==> src/rtl/shift_transmitter_pkg.sv <==
// Shared definitions for the serial-link transmitter: FSM state encoding and default word width.
package shift_transmitter_pkg;

    typedef enum logic [1:0] {
        ST_IDLE  = 2'd0,
        ST_SHIFT = 2'd1,
        ST_GAP   = 2'd2
    } state_t;

    localparam int DEFAULT_WIDTH = 4;

endpackage

==> src/rtl/shift_transmitter_piso_core.sv <==
// Parallel-in/serial-out shift register with load and shift enables; exposes the bit that will
// sit on the serial tap after the current edge so the caller can register it in step.
module piso_core #(
    parameter int WIDTH     = 4,
    parameter bit MSB_FIRST = 1'b1
) (
    input  logic             clk_i,
    input  logic             rst_i,
    input  logic             load_i,
    input  logic             shift_i,
    input  logic [WIDTH-1:0] data_i,
    output logic             so_next_o
);

    logic [WIDTH-1:0] data_q;
    logic [WIDTH-1:0] data_d;

    always_comb begin
        data_d = data_q;
        if (load_i) begin
            data_d = data_i;
        end else if (shift_i) begin
            data_d = MSB_FIRST ? {data_q[WIDTH-2:0], 1'b0} : {1'b0, data_q[WIDTH-1:1]};
        end
    end

    assign so_next_o = MSB_FIRST ? data_d[WIDTH-1] : data_d[0];

    always_ff @(posedge clk_i or posedge rst_i) begin
        if (rst_i) begin
            data_q <= '0;
        end else begin
            data_q <= data_d;
        end
    end

endmodule

==> src/rtl/shift_transmitter.sv <==
// Sending end of the serial link: one-word holding buffer behind a valid/ready handshake,
// framing FSM with per-bit strobe, optional idle gap between frames.
module shift_transmitter
    import shift_transmitter_pkg::*;
#(
    parameter int WIDTH      = DEFAULT_WIDTH,
    parameter bit MSB_FIRST  = 1'b1,
    parameter int BIT_CYCLES = 1,
    parameter int GAP_CYCLES = 0
) (
    input  logic             clk,
    input  logic             reset,
    input  logic             d_valid,
    input  logic [WIDTH-1:0] d,
    output logic             d_ready,
    output logic             so,
    output logic             so_en,
    output logic             frame,
    output logic             done
);

    localparam int BIT_W = $clog2(WIDTH) + 1;
    localparam int CYC_W = $clog2(BIT_CYCLES) + 1;
    localparam int GAP_W = $clog2(GAP_CYCLES) + 1;

    localparam logic [BIT_W-1:0] BIT_LAST = BIT_W'(WIDTH - 1);
    localparam logic [CYC_W-1:0] CYC_LAST = CYC_W'(BIT_CYCLES - 1);
    localparam logic [GAP_W-1:0] GAP_LAST = GAP_W'((GAP_CYCLES > 0) ? GAP_CYCLES - 1 : 0);

    state_t           state_q, state_d;
    logic [WIDTH-1:0] hold_q, hold_d;
    logic             hold_full_q, hold_full_d;
    logic [BIT_W-1:0] bit_q, bit_d;
    logic [CYC_W-1:0] cyc_q, cyc_d;
    logic [GAP_W-1:0] gap_q, gap_d;
    logic             so_q, so_d;
    logic             so_en_q, so_en_d;
    logic             frame_q, frame_d;
    logic             done_q, done_d;

    logic last_cyc, last_bit, frame_end, start, shift_en, so_next;

    assign last_cyc  = (cyc_q == CYC_LAST);
    assign last_bit  = (bit_q == BIT_LAST);
    assign frame_end = (state_q == ST_SHIFT) && last_cyc && last_bit;
    assign shift_en  = (state_q == ST_SHIFT) && last_cyc && !last_bit;

    // A new frame starts straight from IDLE, from the end of a gap, or back-to-back when no gap is configured.
    assign start = hold_full_q &&
                   ((state_q == ST_IDLE) ||
                    ((state_q == ST_GAP) && (gap_q == GAP_LAST)) ||
                    (frame_end && (GAP_CYCLES == 0)));

    piso_core #(
        .WIDTH     (WIDTH),
        .MSB_FIRST (MSB_FIRST)
    ) u_piso (
        .clk_i     (clk),
        .rst_i     (reset),
        .load_i    (start),
        .shift_i   (shift_en),
        .data_i    (hold_q),
        .so_next_o (so_next)
    );

    always_comb begin
        // NOTE: every next-state signal gets a default first so no path leaves one unassigned (no latches).
        state_d     = state_q;
        hold_d      = hold_q;
        hold_full_d = hold_full_q;
        bit_d       = bit_q;
        cyc_d       = cyc_q;
        gap_d       = gap_q;
        so_d        = so_q;
        so_en_d     = 1'b0;
        frame_d     = frame_q;
        done_d      = 1'b0;

        case (state_q)
            ST_SHIFT: begin
                if (!last_cyc) begin
                    cyc_d = cyc_q + CYC_W'(1);
                end else if (!last_bit) begin
                    cyc_d   = '0;
                    bit_d   = bit_q + BIT_W'(1);
                    so_d    = so_next;
                    so_en_d = 1'b1;
                end else begin
                    cyc_d   = '0;
                    bit_d   = '0;
                    done_d  = 1'b1;
                    frame_d = 1'b0;
                    so_d    = 1'b0;
                    gap_d   = '0;
                    state_d = (GAP_CYCLES > 0) ? ST_GAP : ST_IDLE;
                end
            end
            ST_GAP: begin
                if (gap_q == GAP_LAST) begin
                    gap_d   = '0;
                    state_d = ST_IDLE;
                end else begin
                    gap_d = gap_q + GAP_W'(1);
                end
            end
            ST_IDLE: ;
            default: state_d = ST_IDLE;
        endcase

        if (start) begin
            state_d     = ST_SHIFT;
            hold_full_d = 1'b0;
            bit_d       = '0;
            cyc_d       = '0;
            so_d        = so_next;
            so_en_d     = 1'b1;
            frame_d     = 1'b1;
        end

        // Accept only into an empty buffer; the flag stays set through the draining cycle.
        if (d_valid && !hold_full_q) begin
            hold_d      = d;
            hold_full_d = 1'b1;
        end
    end

    // NOTE: state registers use non-blocking assignments so every flop samples pre-edge values.
    always_ff @(posedge clk or posedge reset) begin
        if (reset) begin
            state_q     <= ST_IDLE;
            hold_q      <= '0;
            hold_full_q <= 1'b0;
            bit_q       <= '0;
            cyc_q       <= '0;
            gap_q       <= '0;
            so_q        <= 1'b0;
            so_en_q     <= 1'b0;
            frame_q     <= 1'b0;
            done_q      <= 1'b0;
        end else begin
            state_q     <= state_d;
            hold_q      <= hold_d;
            hold_full_q <= hold_full_d;
            bit_q       <= bit_d;
            cyc_q       <= cyc_d;
            gap_q       <= gap_d;
            so_q        <= so_d;
            so_en_q     <= so_en_d;
            frame_q     <= frame_d;
            done_q      <= done_d;
        end
    end

    assign d_ready = ~hold_full_q;
    assign so      = so_q;
    assign so_en   = so_en_q;
    assign frame   = frame_q;
    assign done    = done_q;

endmodule

==> config.mk <==
export PLATFORM = sky130hd
export DESIGN_NAME = shift_transmitter
export DESIGN_NICKNAME = d
export VERILOG_FILES = /design/src/rtl/shift_transmitter_pkg.sv /design/src/rtl/shift_transmitter_piso_core.sv /design/src/rtl/shift_transmitter.sv
export SDC_FILE = /design/constraint.sdc
export NUM_CORES = 1
export LEC_CHECK = 0
export ABC_AREA = 1
export CAP_MARGIN = 25
export CORE_MARGIN = 4
export CORE_UTILIZATION = 40
export DETAILED_ROUTE_END_ITERATION = 6
export GPL_TIMING_DRIVEN = 0
export PLACE_DENSITY_LB_ADDON = 0.1
export SYNTH_ARGS = -nofsm -noshare
export SYNTH_HDL_FRONTEND = slang
export SYNTH_SLANG_ARGS = --single-unit
==> constraint.sdc <==
create_clock -name clk -period 1.49 [get_ports clk]
set_clock_uncertainty 0.1 [all_clocks]
set_input_delay 0.298 -clock clk [delete_from_list [all_inputs] [get_ports clk]]
set_output_delay 0.298 -clock clk [all_outputs]
set_load 0.01 [all_outputs]
* Word-level counts from Yosys, hierarchy flattened
Cells that the tools add are included.
** Word-level totals
- Register bits after elaboration :: 20
- Output and inout port bits :: 5
- Logic and storage cells :: 81
- Bits of input ports :: 7
** Operators by class
- Equal/unequal tests :: 10
- Reduce and logical (&&, ||, !) cells :: 20
- Bitwise operators :: 3
- Add/subtract/negate cells :: 3
- Muxes and demuxes :: 33
** Operators by type and width (number)
- two-way mux 1 bit :: 21
- two-way mux 3 bit :: 4
- nonzero test 2 bit :: 5
- != test 3 bit (second input constant) :: 3
- two-way mux 2 bit :: 4
- two-way mux 4 bit :: 2
- logical AND 1 bit :: 6
- != test 2 bit (second input constant) :: 3
- case mux 2 bit (3 select lines) :: 1
- AND reduction 3 bit :: 2
- AND reduction 4 bit :: 1
- adder 3 x 1 -> 3 bit (second input constant) :: 1
- equality test 3 x 2 -> 1 bit (second input constant) :: 1
- NOT 1 bit :: 3
- adder 1 bit (second input constant) :: 2
- equality test 2 x 1 -> 1 bit (second input constant) :: 1
- equality test 2 bit (second input constant) :: 1
- logical NOT 1 bit :: 2
- logical NOT 2 bit :: 1
- logical OR 1 bit :: 2
- != test 2 x 1 -> 1 bit (second input constant) :: 1
- case mux 1 bit (2 select lines) :: 1
- AND reduction 2 bit :: 1

* Depth between registers and ports, before layout
Gate-level depths: netlist (run 1).
- Depth in word-level cells :: 10
- Depth in mapped cells :: 6
- Depth with buffers taken out :: 5

* Cells and area by module
A second synthesis (run 1) with hierarchy kept.
** Second synthesis, totals
- Cell total of the unflattened synthesis :: 79
- Area total of the unflattened synthesis :: 674.4 um2
** Modules (own cells, without submodules)
- shift_transmitter :: instances 1, cells each 53, area an instance 485.5 um2, sequential area each 300.3 um2
- piso_core :: instances 1, cells each 26, area an instance 188.9 um2, sequential area each 100.1 um2

* Worst setup path before layout (run 1)
No wires, ideal clock.
- Path type :: register to register
- Start point :: reg bit_q[0]
- End point :: reg u_piso.data_q[2]
- Buffers on the path :: 1
- Data required time :: 1.266 ns
- Clock period less this slack :: 1.228 ns
- Stages on the path, launching flop included :: 7
- Arrival time :: 1.004 ns
- Library setup time :: 0.124 ns
- Path slack :: 0.262 ns
- Cells stage by stage :: dfrtp_1 -> ha_1 -> nand2_2 -> nand2_4 -> buf_8 -> nand3_1 -> nand3_1
** On the way
- Longest elaborated chain between the ends :: 5
- Elaborated cells on any way between the ends :: 8
- Classes of those cells :: eq/ne (1); mux (1); reduce/logical (6)
** RTL lines
- start: declaration :: line shift_transmitter.sv:33 : logic [BIT_W-1:0] bit_q, bit_d;
- start signal: assignment :: line shift_transmitter.sv:144 : bit_q <= bit_d;
- equality test 3 x 2 -> 1 bit (*) :: line shift_transmitter.sv:44 : assign last_bit = (bit_q == BIT_LAST);
- logical AND 1 bit :: line shift_transmitter.sv:45 : assign frame_end = (state_q == ST_SHIFT) && last_cyc && last_bit;
- logical OR 1 bit :: line shift_transmitter.sv:51 : ((state_q == ST_GAP) && (gap_q == GAP_LAST)) ||
- logical AND 1 bit :: line shift_transmitter.sv:49 : assign start = hold_full_q &&
- two-way mux 4 bit or nonzero test 2 bit (tied branches)
- end signal: assignment :: line shift_transmitter_piso_core.sv:33 : data_q <= data_d;
- end: declaration :: line shift_transmitter_piso_core.sv:15 : logic [WIDTH-1:0] data_q;
Every way passes the cells marked *; elsewhere a longest branch is shown, timed or not.
A chain may end at the register's enable or synchronous reset.

* Worst setup path in the final report (run 1)
- Start point :: reg hold_full_q
- End point :: out d_ready
** On the way
- Longest elaborated chain between the ends :: 1
** RTL lines
- start: declaration :: line shift_transmitter.sv:32 : logic hold_full_q, hold_full_d;
- start signal: assignment :: line shift_transmitter.sv:143 : hold_full_q <= hold_full_d;
- NOT 1 bit :: line shift_transmitter.sv:154 : assign d_ready = ~hold_full_q;
- end: declaration :: line shift_transmitter.sv:15 : output logic d_ready,
No other way between the ends.

==> flow_summary.yaml, run 1 <==
status:
  status: "complete, no violations"
synthesis:
  synth_edf_count: 0
  synth.area.top_cells: "dfrtp_1 (58%), nand2_1 (11%), nand3_1 (8.5%)"
  yosys.area.top_type_share_pct: 58.0
  synth.distinct_cells: 14
  yosys-top-cells-count: "nand2_1 (19), dfrtp_1 (15), nand3_1 (11), nor2_1 (5)"
  synth_top_cell_by_area: "dfrtp_1"
  syn_area_um2: 647
  synth_most_common_cell: "nand2_1"
  synth_cells: 66
  ys_warn_count: 0
  syn_nets: 74
  ys.flop_type: "dfrtp_1"
  syn_area_per_cell_um2: 9.80
  ys_seq_area_share_pct: 58.0
  synth_seq_cells: 15
  async_flop_share_pct: 100
critical_path:
  ff2ff_setup_slack_ns: 0.19
  reg2reg_from: "bit_q[0]$_DFFE_PP0P_"
  crit_type: "reg2out"
  start_kind: "flip-flop"
  worst_setup_path_end_kind: "primary output"
  arrival_ns: 1.02
  reg2reg_depth: 6
  cp.required_ns: 1.09
  worstPathMaxFanout: 5
  reg2reg_to: "u_piso.data_q[2]$_DFFE_PP0P_"
placement:
  hpwl_um: 794
  post_dp_cell_area_um2: 777
  io_buffers: 11
  gp_congestion: 0.734
routing:
  routed_wl_mm: 1.13
  antenna_left: 0
  dr.pass1.iters: 4
  via_per_inst: 4.79
  drc_errors: 0
  wl_per_cell_um: 11.2
  vias: 484
  drt_iter0_drc: 4
pwr:
  total_power_mw: 1.69
  ir_drop_uv: 986
  powerDensity_mw_per_mm2: 2050
  leakage_nw: 0.416
floorplan:
  core_mm2: 0.00152
  die_y_um: 48.2
  die_w_um: 48.2
  io_pins: 12
  start_util_pct: 42.4
  die_area_mm2: 0.00232
  rows: 14
sta:
  rsz0062_at_grt: "false"
  finalHoldViolations: 0
  max_slew_margin_pct: 63.0
  timing.final.crit_share_pct: 95.1
  worstMarginPinSlew_ns: 0.554
  period_needed_ns: 1.42
  drv_slew: 0
  fmax_mhz: 706
  setup_viol: 0
global_routing:
  globalRouteOverflowTotal: 0
  grt_antenna_before_repair: 0
  grtUsageTotal_pct: 12.1
  grt_pass1_vias: 413
  grt_max_degree: 16
  grt_pass1_wl_mm: 1.83
final_layout:
  layout.nets: 94
  n_antenna_cell: 0
  synthToLayoutAreaGrowth_pct: 27.5
  drive_above_1_share_pct: 24.7
  finish.utilization_pct: 54.1
  nFillCells: 152
  final_cell_area_um2: 825
clocking:
  clockBufferDepth: 2
  clkSlewWorstSetupHoldPaths_ns: 0.09
  cts_tree: "built"
  cts_buffers: 3
  cts.sinks: 15
  clock_latency_ns: 0.28
  ctsHtreeMaxLevel: 1
  clockRootBuffer: "clkbuf_4"
run:
  cap_viol_max_count: 0
min_path:
  min_path_type: "in2async"
## critical path, cell delays in order (launching register included)
cell,delay (ns)
dfrtp_2,0.43
inv_2,0.08
buf_6,0.11
buf_2,0.12
## cell families after synthesis
kind of cell             after synthesis  synth area share [%]
adder cells (fa/ha/maj)                1                  1.93
AND/OR/NAND/NOR                       41                  30.8
buffers and inverters                  6                  6.38
AO/OA/AOI/OAI                          3                  2.90
flip-flops                            15                  58.0
## metal layers
layer	global-route usage [%]	routed length, µm	vias to the layer above
li1	-	-	254
met1	14.1	513	216
met2	18.5	537	14
met3	4.43	78	0
met4	8.06	0	0
met5	0	0	-
## what timing repair did
item / in CTS / in global routing
resized for setup: 9 / 0
setup endpoints to repair: 5 / 1
setup buffers: 2 / 2
hold buffers: 0 / 0
## registers in the layout (all words and copies together) (netlist names)
register       count
bit_q              3
done               1
frame              1
hold_full_q        1
hold_q             4
so                 1
so_en              1
u_piso.data_q      3
## cell type report
cell class,count,area (µm²),area share (%)
Clock buffer,4,26.3,3.19
Buffer,2,26.3,3.19
Tap cell,16,20.0,2.43
Multi-Input combinational cell,45,230,27.9
Sequential cell,15,377,45.7
Inverter,4,15.0,1.82
Timing Repair Buffer,15,130,15.8
## power breakdown
group	switching, mW	internal [mW]	leakage (nW)
clock	0.126	0.104	0.0150
combinational	0.426	0.369	0.216
sequential	0.0873	0.573	0.185
## worst max-delay path by stage
stage	start	endpoint	cells past startpoint
after global routing	hold_full_q$_DFFE_PP0P_	d_ready	3
final	hold_full_q$_DFFE_PP0P_	d_ready	3
after detailed placement	hold_full_q$_DFFE_PP0P_	d_ready	3
after global placement	hold_full_q$_DFFE_PP0P_	d_ready	3
after CTS	hold_full_q$_DFFE_PP0P_	d_ready	3
after floorplan	bit_q[0]$_DFFE_PP0P_	u_piso.data_q[2]$_DFFE_PP0P_	6
## metrics by stage
stage | setup TNS [ns] | hold slack (ns) | instances | setup WS (ns)
3_5_place_dp | -0.152 | 0.363 | 93 | -0.152
3_3_place_gp | -0.142 | 0.362 | 93 | -0.142
6_report | 0 | 0.256 | 101 | 0.0728
4_1_cts | 0 | 0.277 | 99 | 0.0281
5_1_grt | 0 | 0.316 | 101 | 0.0311
2_1_floorplan | 0 | 0.0995 | 66 | 0.262
## layout by cell type (no fill, tap or decap), drive strengths merged
cell	synthesis	final
dlygate4sd2	0	4
buf	2	7
nand2	22	22
dfrtp	15	15
o21ai	2	2
nand3	14	14
a21oi	1	1
clkbuf	0	4
nor2	5	5
inv	4	4
ha	1	1
clkdlybuf4s50	0	6
No activity file was read; power rests on OpenSTA's default activity.
==> run 2: changes to the inputs <==
==> constraint.sdc (replaced) <==
create_clock -name clk -period 1.49 [get_ports clk]
set_clock_uncertainty 0.1 [all_clocks]
set_input_delay 0.149 -clock clk [delete_from_list [all_inputs] [get_ports clk]]
set_output_delay 0.149 -clock clk [all_outputs]
set_load 0.01 [all_outputs]
==> run 2 against run 1 <==
Sequential share of layout area rose by 0.14 points. Non-clock buffer count fell by 2. Clock-buffer cell count did not move. Largest power group unchanged. Worst hold slack got worse by 0.15 ns. Largest cell class unchanged. Cell count fell by 2.0%. First-iteration DRC count fell by 50%. Via count fell by 2.3%. Total power barely moved.
==> flow_summary.yaml, run 2 (synthesis gave the netlist of run 1 again) <==
final_layout:
  drive_above_1_share_pct: 21.7
  largest-register: "hold_q"
  nFillCells: 150
  multi_input_area_um2: 230
  final_cells: 99
  reg.largest.list: "hold_q: 4 flops, bit_q: 3 flops, u_piso.data_q: 3 flops"
  layout.area.seq_um2: 377
  largest_register_ffs: 4
  final_cell_mix: "nand2_1 (19), dfrtp_1 (14), nand3_1 (11)"
  layout.nets: 92
  n_antenna_cell: 0
  final_cell_area_um2: 822
  final_common_cell: "nand2_1"
  synthToLayoutAreaGrowth_pct: 27.1
sta:
  rsz0062_at_grt: "false"
  worstMarginPinSlew_ns: 0.555
  timing.final.crit_share_pct: 94.8
  whs_ns: 0.109
  setup_viol: 0
  drv_slew: 0
  final.setup.worst_slack_ns: 0.0775
  period_needed_ns: 1.41
  finalHoldViolations: 0
  finalSetupTns_ns: 0
  fmax_mhz: 708
  max_slew_margin_pct: 63.0
pwr:
  pwr-share-clk_pct: 13.6
  power_switching_mw: 0.636
  combPwrFrac_pct: 47.1
  swShare_pct: 37.7
  ir_drop_uv: 923
  seqPwrFrac_pct: 39.3
  powerDensity_mw_per_mm2: 2050
  leakage_nw: 0.404
  p_int_mw: 1.05
floorplan:
  die_w_um: 48.2
  core_mm2: 0.00152
  die_area_mm2: 0.00232
  rows: 14
  start_util_pct: 42.4
  io_pins: 12
  die_y_um: 48.2
global_routing:
  grt_pass1_vias: 419
  globalRouteOverflowTotal: 0
  grt_pass1_wl_mm: 1.84
  grt_antenna_before_repair: 0
  grtUsageTotal_pct: 12.2
  grt_max_degree: 16
routing:
  vias: 473
  drc_errors: 0
  wl_per_cell_um: 11.4
  antenna_left: 0
  drt_iter0_drc: 2
  via_per_inst: 4.78
  routed_wl_mm: 1.12
  dr.pass1.iters: 3
clocking:
  ctsHtreeMaxLevel: 1
  clock_latency_ns: 0.28
  clkSlewWorstSetupHoldPaths_ns: 0.09
  clockBufferDepth: 2
  clockRootBuffer: "clkbuf_4"
  cts.sinks: 15
  cts_tree: "built"
  cts_buffers: 3
placement:
  gp_congestion: 0.734
  io_buffers: 11
  pre_cts_slack_ns: -0.00333
  place_inst: 93
  post_dp_cell_area_um2: 777
  hpwl_um: 794
critical_path:
  cpPeakStageDelay_ns: 0.42
  crit_slowest_cell: "dfrtp_2"
  cp.required_ns: 1.24
  worst_setup_path_end_kind: "primary output"
  crit_type: "reg2out"
  worstPathMaxFanout: 9
  start_kind: "flip-flop"
  arrival_ns: 1.16
  path_cells: "inv_2 > buf_6 > clkdlybuf4s15_1"
run:
  cap_viol_max_count: 0
min_path:
  min_path_type: "in2async"
status:
  status: "complete, no violations"
==> run 2: path summary, 6_finish.rpt <==
path                            depth (start not counted)                    start  slack, ns                           end
worst min-delay path                                    2                    reset       0.11                so$_DFFE_PP0P_
min in group clk                                        3                     d[1]       0.31         hold_q[1]$_DFFE_PP0P_
max in group asynchronous                               2                    reset       0.79       hold_full_q$_DFFE_PP0P_
worst max register to register                          6     bit_q[0]$_DFFE_PP0P_       0.19  u_piso.data_q[2]$_DFFE_PP0P_
worst max-delay path                                    3  hold_full_q$_DFFE_PP0P_       0.08                       d_ready
worst min register to register                          2    hold_q[1]$_DFFE_PP0P_       0.38         hold_q[1]$_DFFE_PP0P_
==> run 2: critical path, delay by kind of cell (launching register included) <==
| family | cells | cell delay [ns] |
|---|---|---|
| buf+inv | 3 | 0.45 |
| flops | 1 | 0.42 |
==> run 2: final cells by class <==
cell class | count | share of cell area (%)
Buffer | 2 | 3.20
Tap cell | 16 | 2.44
Timing Repair Buffer | 13 | 15.5
Multi-Input combinational cell | 45 | 28.0
Clock buffer | 4 | 3.20
Inverter | 4 | 1.83
Sequential cell | 15 | 45.8
==> run 2: what timing repair did <==
item | 4_1_cts | 5_1_grt
gates resized for setup | 2 | 2
buffers inserted | 2 | 0
setup endpoints to repair | 2 | 2
hold buffers | 0 | 0
==> run 2: power groups by stage <==
stage | combinational [mW] | sequential [mW] | clock (mW)
global route | 0.891 | 0.680 | 0.262
finish | 0.794 | 0.662 | 0.229
detailed placement | 0.735 | 0.702 | 0
floorplan | 0.490 | 0.700 | 0
CTS | 0.805 | 0.661 | 0.240
global placement | 0.724 | 0.699 | 0
==> run 2: stage by stage <==
step | power [mW] | utilization [%]
2_1_floorplan | 1.19 | -
3_3_place_gp | 1.42 | 51.0
3_5_place_dp | 1.44 | 51.0
4_1_cts | 1.71 | 53.7
5_1_grt | 1.83 | 53.9
6_report | 1.69 | 53.9
==> run 2: metal layers <==
layer  share of wire [%]  vias up  GRT usage, %  wire length [µm]
met5                   0        -             0                 0
met4                0.89        0          8.06                10
met3                 6.9        2          4.43                78
met2                  46       12          18.5               518
met1                  46      211          14.3               516
li1                    -      248             -                 -
==> run 3: changes to the inputs <==
--- a/config.mk
+++ b/config.mk
@@ -11,7 +11,7 @@
 export CORE_UTILIZATION = 40
 export DETAILED_ROUTE_END_ITERATION = 6
 export GPL_TIMING_DRIVEN = 0
-export PLACE_DENSITY_LB_ADDON = 0.1
+export PLACE_DENSITY_LB_ADDON = 0.15
 export SYNTH_ARGS = -nofsm -noshare
 export SYNTH_HDL_FRONTEND = slang
 export SYNTH_SLANG_ARGS = --single-unit
==> run 3 against run 2 <==
Die area is the same. Via count grew 0.85%. Utilization is 0.082 points higher. First-iteration DRC count is the same. Sequential power hardly changed. Worst setup slack lost 0.0036 ns. Largest power group unchanged.
==> flow_summary.yaml, run 3 (synthesis gave the netlist of run 1 again) <==
clocking:
  cts.sinks: 15
  clkSlewWorstSetupHoldPaths_ns: 0.09
  ctsHtreeMaxLevel: 1
  clock_latency_ns: 0.29
  cts_buffers: 3
  clockRootBuffer: "clkbuf_4"
  clockBufferDepth: 2
  cts_tree: "built"
  cts_hold_buf: 0
floorplan:
  core_mm2: 0.00152
  io_pins: 12
  die_area_mm2: 0.00232
  rows: 14
  start_util_pct: 42.4
  die_y_um: 48.2
  die_w_um: 48.2
final_layout:
  synthToLayoutAreaGrowth_pct: 27.3
  layout.nets: 92
  drive_above_1_share_pct: 22.9
  n_antenna_cell: 0
  final_common_cell: "nand2_1"
  largest_register_ffs: 4
  final_cell_mix: "nand2_1 (19), dfrtp_1 (13), nand3_1 (11)"
  largest-register: "hold_q"
  reg.largest.list: "hold_q: 4 flops, bit_q: 3 flops, u_piso.data_q: 3 flops"
sta:
  worstMarginPinSlew_ns: 0.573
  drv_slew: 0
  finalSetupTns_ns: 0
  rsz0062_at_grt: "false"
  fmax_mhz: 706
  timing.final.crit_share_pct: 95.0
  finalHoldViolations: 0
  setup_viol: 0
  max_slew_margin_pct: 61.7
  period_needed_ns: 1.42
pwr:
  ir_drop_uv: 1000
  total_power_mw: 1.69
  powerDensity_mw_per_mm2: 2050
  leakage_nw: 0.403
critical_path:
  cp_top_family: "buffers and inverters"
  cp.depth: 1
  crit_type: "reg2out"
  worstPathMaxFanout: 2
  cp.required_ns: 1.24
  worst_setup_path_end_kind: "primary output"
  start_kind: "flip-flop"
  cpPeakStageDelay_ns: 0.53
  path_cells: "clkdlybuf4s50_1"
  arrival_ns: 1.17
  crit_slowest_cell: "clkdlybuf4s50_1"
  timing.critical_path.buf_inv: 1
  reg2reg_depth: 6
global_routing:
  grt_pass1_wl_mm: 2.06
  grt_max_degree: 16
  grt_antenna_before_repair: 0
  grt_pass1_vias: 459
  globalRouteOverflowTotal: 0
  grtUsageTotal_pct: 13.6
placement:
  hpwl_um: 807
  io_buffers: 11
  gp_congestion: 0.726
run:
  cap_viol_max_count: 0
routing:
  wl_per_cell_um: 11.5
  vias: 477
  antenna_left: 0
  via_per_inst: 4.82
  drt_iter0_drc: 2
  routed_wl_mm: 1.14
  dr.pass1.iters: 2
  drc_errors: 0
status:
  status: "complete, no violations"
min_path:
  min_path_type: "in2async"
run 3: cell counts in the layout (fill, tap and decap cells not counted):
No cell type changed its count.
run 3: worst reg2reg max path, stage by stage, from the launching register on:
cell     delay, ns
dfrtp_1       0.41
ha_1          0.26
nand2_2       0.11
nand2_4       0.06
buf_8         0.13
nand3_1       0.06
nand3_1       0.06
run 3: layout make-up:
class | count | area [µm²]
clock buffers | 4 | 26.3
fillers | 151 | 701
plain buffers | 2 | 26.3
flip-flops and latches | 15 | 378
well taps | 16 | 20.0
inverters | 4 | 15.0
repair buffers | 13 | 128
multi-input cells | 45 | 230
run 3: path summary, 6_finish.rpt:
path	startpoint	endpoint	slack [ns]
worst max-delay path	so$_DFFE_PP0P_	so	0.07
worst min-delay path	reset	so_en$_DFF_PP0_	0.10
worst max register to register	bit_q[0]$_DFFE_PP0P_	u_piso.data_q[2]$_DFFE_PP0P_	0.19
worst min register to register	hold_q[1]$_DFFE_PP0P_	hold_q[1]$_DFFE_PP0P_	0.39
max in group asynchronous	reset	hold_full_q$_DFFE_PP0P_	0.78
min in group clk	d[3]	hold_q[3]$_DFFE_PP0P_	0.30
run 3: per-stage QoR:
stage,setup slack [ns],std cells,util (%),hold slack (ns),instance area [µm²]
floorplan,0.262,66,-,-0.0495,647
global placement,0.00673,93,51.0,0.362,777
detailed placement,-0.00524,93,51.0,0.364,777
CTS,0.0397,99,53.8,0.131,820
global route,0.0160,99,54.0,0.166,823
finish,0.0739,99,54.0,0.103,823
run 3: timing repair:
item / 4_1_cts / 5_1_grt
buffers inserted: 2 / 0
resized for setup: 3 / 2
setup endpoints to repair: 2 / 2
run 3: report_power, final:
group          total, mW  leakage (nW)  internal (mW)  switching (mW)
logic              0.788         0.204          0.372           0.416
clock network      0.237        0.0150          0.104           0.133
registers          0.664         0.184          0.576          0.0879
total               1.69         0.403           1.05           0.637
run 3: routing by layer:
| metal | GRT usage, % | vias to the layer above | part of all wire [%] |
|---|---|---|---|
| li1 | - | 249 | - |
| met4 | 9.68 | 0 | 3.3 |
| met5 | 0 | - | 0 |
| met2 | 20.6 | 13 | 44 |
| met1 | 16.2 | 210 | 45 |
| met3 | 4.43 | 5 | 6.9 |
